**src/rtl/clocking_drive_scheduler_if.sv**
```systemverilog
// clocking_drive_scheduler_if: requester, drive and sampler signals of the drive scheduler
interface clocking_drive_scheduler_if #(
    parameter int DW   = 8,
    parameter int DLYW = 3
);
    logic            req0_valid;
    logic            req0_ready;
    logic [DW-1:0]   req0_data;
    logic [DLYW-1:0] req0_delay;
    logic            req1_valid;
    logic            req1_ready;
    logic [DW-1:0]   req1_data;
    logic [DLYW-1:0] req1_delay;
    logic [DW-1:0]   drive_out;
    logic            drive_en;
    logic            conflict;
    logic            busy;
    logic [DW-1:0]   in_data;
    logic [DW-1:0]   sampled_data;
    modport master (
        output req0_valid, req0_data, req0_delay, req1_valid, req1_data, req1_delay, in_data,
        input  req0_ready, req1_ready, drive_out, drive_en, conflict, busy, sampled_data
    );
    modport slave (
        input  req0_valid, req0_data, req0_delay, req1_valid, req1_data, req1_delay, in_data,
        output req0_ready, req1_ready, drive_out, drive_en, conflict, busy, sampled_data
    );
endinterface

```
**src/rtl/clocking_drive_scheduler.sv**
```systemverilog
// clocking_drive_scheduler: ##d drive calendar with two prioritised requesters and a skewed input sampler
module clocking_drive_scheduler #(
    parameter int DW         = 8,
    parameter int MAX_DELAY  = 7,
    parameter int INPUT_SKEW = 2,
    parameter int DLYW       = $clog2(MAX_DELAY + 1)
) (
    input logic                       clk,
    input logic                       rst,
    clocking_drive_scheduler_if.slave bus
);
    localparam int NSLOT = MAX_DELAY + 1;
    localparam int PW    = NSLOT > 1 ? $clog2(NSLOT) : 1;

    logic [PW-1:0]             ptr_q, ptr_d, t0, t1;
    logic [DLYW-1:0]           d0, d1;
    logic [NSLOT-1:0]          pend_q, pend_d;
    logic [NSLOT-1:0][DW-1:0]  data_q, data_d;
    logic [DW-1:0]             out_q, out_d;
    logic                      en_q, en_d, conf_q, conf_d, busy_q, acc1;
    logic [INPUT_SKEW-1:0][DW-1:0] pipe_q;

    always_comb begin
        d0 = bus.req0_delay > DLYW'(MAX_DELAY) ? DLYW'(MAX_DELAY) : bus.req0_delay;
        d1 = bus.req1_delay > DLYW'(MAX_DELAY) ? DLYW'(MAX_DELAY) : bus.req1_delay;
        t0 = PW'((int'(ptr_q) + int'(d0)) % NSLOT);
        t1 = PW'((int'(ptr_q) + int'(d1)) % NSLOT);
        acc1 = bus.req1_valid && !(bus.req0_valid && t0 == t1);
        pend_d = pend_q;
        data_d = data_q;
        conf_d = 1'b0;
        if (bus.req0_valid) begin
            conf_d    = pend_q[t0];
            pend_d[t0] = 1'b1;
            data_d[t0] = bus.req0_data;
        end
        if (acc1) begin
            conf_d     = conf_d | pend_q[t1];
            pend_d[t1] = 1'b1;
            data_d[t1] = bus.req1_data;
        end
        // retire sees this edge's writes, so d=0 drives immediately
        en_d = pend_d[ptr_q];
        out_d = en_d ? data_d[ptr_q] : out_q;
        pend_d[ptr_q] = 1'b0;
        ptr_d = ptr_q == PW'(NSLOT - 1) ? '0 : ptr_q + PW'(1);
    end

    always_ff @(posedge clk) begin
        if (rst) begin
            ptr_q  <= '0;
            pend_q <= '0;
            data_q <= '0;
            out_q  <= '0;
            en_q   <= 1'b0;
            conf_q <= 1'b0;
            busy_q <= 1'b0;
            pipe_q <= '0;
        end else begin
            ptr_q  <= ptr_d;
            pend_q <= pend_d;
            data_q <= data_d;
            out_q  <= out_d;
            en_q   <= en_d;
            conf_q <= conf_d;
            busy_q <= |pend_d;
            pipe_q[0] <= bus.in_data;
            for (int i = 1; i < INPUT_SKEW; i++) pipe_q[i] <= pipe_q[i-1];
        end
    end

    assign bus.req0_ready   = 1'b1;
    assign bus.req1_ready   = !(bus.req0_valid && t0 == t1);
    assign bus.drive_out    = out_q;
    assign bus.drive_en     = en_q;
    assign bus.conflict     = conf_q;
    assign bus.busy         = busy_q;
    assign bus.sampled_data = pipe_q[INPUT_SKEW-1];
endmodule

```
**src/flat_wrapper.sv**
```systemverilog
// flat-port wrapper written by rule: the top's interface ports become plain ports
module clocking_drive_scheduler_flat 
#(
    parameter int DW         = 8,
    parameter int MAX_DELAY  = 7,
    parameter int INPUT_SKEW = 2,
    parameter int DLYW       = $clog2(MAX_DELAY + 1)
)
  (clk, rst, bus_req0_valid, bus_req0_data, bus_req0_delay, bus_req1_valid, bus_req1_data, bus_req1_delay, bus_in_data, bus_req0_ready, bus_req1_ready, bus_drive_out, bus_drive_en, bus_conflict, bus_busy, bus_sampled_data);
  clocking_drive_scheduler_if #(.DW(DW), .DLYW(DLYW)) bus_i ();
  input logic clk;
  input logic rst;
  input wire logic [$bits(bus_i.req0_valid)-1:0] bus_req0_valid;
  input wire logic [$bits(bus_i.req0_data)-1:0] bus_req0_data;
  input wire logic [$bits(bus_i.req0_delay)-1:0] bus_req0_delay;
  input wire logic [$bits(bus_i.req1_valid)-1:0] bus_req1_valid;
  input wire logic [$bits(bus_i.req1_data)-1:0] bus_req1_data;
  input wire logic [$bits(bus_i.req1_delay)-1:0] bus_req1_delay;
  input wire logic [$bits(bus_i.in_data)-1:0] bus_in_data;
  output wire logic [$bits(bus_i.req0_ready)-1:0] bus_req0_ready;
  output wire logic [$bits(bus_i.req1_ready)-1:0] bus_req1_ready;
  output wire logic [$bits(bus_i.drive_out)-1:0] bus_drive_out;
  output wire logic [$bits(bus_i.drive_en)-1:0] bus_drive_en;
  output wire logic [$bits(bus_i.conflict)-1:0] bus_conflict;
  output wire logic [$bits(bus_i.busy)-1:0] bus_busy;
  output wire logic [$bits(bus_i.sampled_data)-1:0] bus_sampled_data;
  assign bus_i.req0_valid = bus_req0_valid;
  assign bus_i.req0_data = bus_req0_data;
  assign bus_i.req0_delay = bus_req0_delay;
  assign bus_i.req1_valid = bus_req1_valid;
  assign bus_i.req1_data = bus_req1_data;
  assign bus_i.req1_delay = bus_req1_delay;
  assign bus_i.in_data = bus_in_data;
  assign bus_req0_ready = bus_i.req0_ready;
  assign bus_req1_ready = bus_i.req1_ready;
  assign bus_drive_out = bus_i.drive_out;
  assign bus_drive_en = bus_i.drive_en;
  assign bus_conflict = bus_i.conflict;
  assign bus_busy = bus_i.busy;
  assign bus_sampled_data = bus_i.sampled_data;
  clocking_drive_scheduler #(.DW(DW), .MAX_DELAY(MAX_DELAY), .INPUT_SKEW(INPUT_SKEW), .DLYW(DLYW)) u_core (.clk(clk), .rst(rst), .bus(bus_i));
endmodule
```
**config.mk**
```make
export PLATFORM = sky130hd
export DESIGN_NAME = clocking_drive_scheduler_flat
export DESIGN_NICKNAME = d
export VERILOG_FILES = /design/src/rtl/clocking_drive_scheduler_if.sv /design/src/rtl/clocking_drive_scheduler.sv /design/src/flat_wrapper.sv
export SDC_FILE = /design/constraint.sdc
export NUM_CORES = 1
export LEC_CHECK = 0
export CORE_MARGIN = 4
export CORE_UTILIZATION = 30
export CTS_CLUSTER_DIAMETER = 120
export DETAILED_ROUTE_END_ITERATION = 8
export GPL_ROUTABILITY_DRIVEN = 0
export GPL_TIMING_DRIVEN = 0
export RECOVER_POWER = 50
export SETUP_SLACK_MARGIN = 0.1
export SYNTH_ARGS = -nofsm -noshare
export SYNTH_HDL_FRONTEND = slang
export SYNTH_SLANG_ARGS = --single-unit
```
**constraint.sdc**
```tcl
create_clock -name clk -period 4.5 [get_ports clk]
set_clock_uncertainty 0.15 [all_clocks]
set_input_delay 1.125 -clock clk [delete_from_list [all_inputs] [get_ports clk]]
set_output_delay 1.125 -clock clk [all_outputs]
set_load 0.02 [all_outputs]
```
==> qor.yml <==
status: "finished clean"
drive_gt1_frac: 0.2176
cts_buffers: 9
synth_cell_types: 59
slew_violations: 0
cpMostUsedCell: "xnor2_1"
synth-seq-cells: 102
avgViaCountPerCell: 5.190
fin_crit_ns: 4.303
netlist_instances: 594
synth.net_count: 634
power_density_nw_per_um2: 382.9
rsz0062_at_grt: "false"
antenna_found_initial: 0
timing.final.crit_share: 0.9563
synth.area.top_cells: "dfxtp_1 37%, mux2i_1 13%, mux2_2 12%, nor2_1 7.7%, o22ai_1 3.4%"
hold_class: "flip-flop to flip-flop"
slowest_delay_ns: 0.47
grt_pass1_wl_um: 25410
grt_pass1_vias: 4451
worst_pin_slew_ns: 0.7560
pin_count: 55
startpoint: "bus_req0_delay[0]"
dpl_cell_area_um2: 6256
reg2reg_depth: 14
area_delta_synth_final_pct: 23.25
fill_cells: 1806
cp_cell_sequence: "clkdlybuf4s50_1 > ha_1 > inv_1 > fa_1 > xnor2_1 > xnor2_1 > nand4_1 > buf_4"
die_area_um2: 20770
wirelength_um: 16740
grt_overflow_total: 0
worstSetupStartpointType: "primary input"
postLayoutCellArea_um2: 6852
cp_max_fo: 4
initial_utilization: 0.3074
dp_hpwl_um: 11270
clk_pin_slew_worst_paths_ns: 0.07
synth_top_area_share: 0.3673
track_usage: 0.1610
antenna_cells: 0
nNetsFinal: 706
clock_path_buffers: 2
dpl.cell_count: 864
setup_violations: 0
port_buffers: 41
worstSetupPathType: "primary input to output port"
critPathSlowestCell: "fa_1"
syn_area_per_cell_um2: 9.359
crit_required_ns: 3.22
synth-edff-count: 0
synth.largest_area_cell: "dfxtp_1"
syn-cell-area_um2: 5559
async_flop_share: 0
wl_per_cell_um: 18.60
hold_viol_final: 0
num_rows: 49
vias: 4671
layout.cells.non_filler: 900
ir_drop_uv: 204.5
cts_tree: "yes"
cp-end-kind: "output port"
ys_warn_count: 0
core-area_um2: 18090
total_leakage_power_nw: 3.044
maxSlewHeadroom: 0.4924
cap_violations: 0
dieWidth_um: 144.1
cp.arrival_ns: 3.03
clock-sinks: 102
synth_seq_area_share: 0.3673
worstReg2RegEnd: "u_core.bus.drive_out[6]"
die_height_um: 144.1
drc: 0
drt_iter0_drc: 364
reg2reg_from: "u_core.ptr_q[1]"
ant_nets: 0
max_clock_freq_mhz: 232.4
synth_ff_type: "dfxtp_1"
drtPass1Iterations: 5
cts_root_buf: "clkbuf_16"
htreeDepth: 3
endpoint: "bus_req1_ready"
clk-insertion-delay-late_ns: 0.35
ff2ff_setup_slack_ns: 0.63
grt_max_degree: 19
==> worst max-delay path, delay by kind of cell <==
| kind | cells | cell delay (ns) |
|---|---|---|
| xor gates and xnor gates | 2 | 0.43 |
| buffers and inverters | 3 | 0.72 |
| adders and majority gates | 2 | 0.61 |
| and+or+nand+nor | 1 | 0.15 |
==> logic make-up (layout without fill, tap and decap cells) <==
logic type                 after synthesis  after routing  synth area share
adders and majority gates                6              6           0.01621
buffers and inverters                   59            136           0.05132
DFF                                    102            102            0.3673
muxes                                  137            137            0.2732
and+or+nand+nor                        204            204            0.1735
other                                    1              1         0.0006746
AOI/OAI and AO/OA                       74             74           0.09498
xor gates and xnor gates                11             11           0.02273
==> sequential cells by signal, indices dropped and copies added, names as in the netlist <==
register / count
u_core.ptr_q: 3
u_core.pend_q: 8
u_core.pipe_q: 8
u_core.bus.drive_out: 8
u_core.data_q: 64
u_core.bus.busy: 1
u_core.bus.conflict: 1
u_core.bus.sampled_data: 8
u_core.bus.drive_en: 1
==> report_power, final <==
part / switching, mW / total [mW] / internal, mW
Combinational: 0.428 / 0.773 / 0.345
Sequential: 0.0385 / 1.03 / 0.989
Clock: 0.367 / 0.822 / 0.456
Total: 0.834 / 2.62 / 1.79
==> area by class of cell <==
type	count	area [µm²]	area share
Timing Repair Buffer	61	608.1	0.08875
Multi-Input combinational cell	433	3288	0.4799
Buffer	54	291.5	0.04255
Tap cell	229	286.5	0.04182
Clock inverter	6	77.57	0.01132
Clock buffer	10	239.0	0.03488
Inverter	5	18.77	0.002739
Sequential cell	102	2042	0.2980
==> synth_stat cells (all sizes together) (2+ instances only) <==
library cell and number:
nor2 116, a22oi 7, a21oi 5, xnor2 6, nor2b 22, buf 23, nor3b 3, o22ai 30
inv 5, a21boi 2, fa 2, or3 2, dfxtp 102, nand2 21, a311oi 8, and2 3
nor4 2, nand3 5, nand4b 2, nand3b 2, o21ai 4, or3b 4, a32oi 3, a211oi 3
nand4 4, and3 3, mux2i 71, nor3 12, ha 4, mux2 62, mux4 4, clkbuf 31
xor2 3
==> per-stage QoR <==
step	power [mW]	worst slack, ns	hold WS [ns]	setup TNS, ns	utilization
2_1_floorplan	1.545	0.5750	0.2638	0	-
3_3_place_gp	1.763	-0.5233	0.2657	-4.217	0.3459
3_5_place_dp	1.767	-0.5420	0.2720	-4.437	0.3459
4_1_cts	2.614	0.1259	0.2889	0	0.3669
5_1_grt	2.752	0.06305	0.3069	0	0.3788
6_report	2.624	0.1969	0.2858	0	0.3788
==> layout by cell type (no fill, tap or decap), types with 3 or more instances in the layout <==
master,netlist,routed
nor2_1,114,112
dfxtp_1,102,102
mux2i_1,70,70
mux2_2,60,60
clkbuf_1,31,30
o22ai_1,30,30
buf_4,9,29
dlygate4sd3_1,0,27
nor2b_1,22,22
nand2_1,21,21
clkdlybuf4s50_1,0,13
nor3_1,10,10
clkbuf_16,0,9
a311oi_1,8,8
a22oi_1,7,7
xnor2_1,6,6
buf_2,12,6
inv_1,5,5
a21oi_1,5,5
nand4_1,4,4
or3b_2,4,4
nor2_4,0,4
o21ai_0,4,4
mux4_2,4,4
ha_1,4,4
buf_12,0,4
xor2_2,0,3
clkbuf_4,0,3
and2_1,3,3
a32oi_1,3,3
nor3b_1,3,3
and3_1,3,3
a211oi_1,3,3
nand3_1,4,3
==> timing repair <==
item,in CTS,in global routing
gates resized for setup,17,11
pin swaps,2,7
setup buffers,2,18
hold buffers,0,0
endpoints found under the setup margin,9,9
==> per-layer routing <==
metal  wire length, µm  track usage  vias up
met5                 0            0        -
met4               401      0.06244        0
met3               985      0.03704       30
met2              7474       0.2438      151
met1              7883       0.2227     2247
li1                  -            -     2243
==> worst min path at each step <==
| stage | to | cells past startpoint | start |
|---|---|---|---|
| final | u_core.bus.sampled_data[5] | 1 | u_core.pipe_q[5] |
| after global routing | u_core.bus.sampled_data[0] | 1 | u_core.pipe_q[0] |
| after CTS | u_core.bus.sampled_data[5] | 1 | u_core.pipe_q[5] |
| after detailed placement | u_core.bus.sampled_data[5] | 1 | u_core.pipe_q[5] |
| after global placement | u_core.bus.sampled_data[5] | 1 | u_core.pipe_q[5] |
| after floorplan | u_core.bus.sampled_data[0] | 1 | u_core.pipe_q[0] |
(Power assumes the default switching activity.)
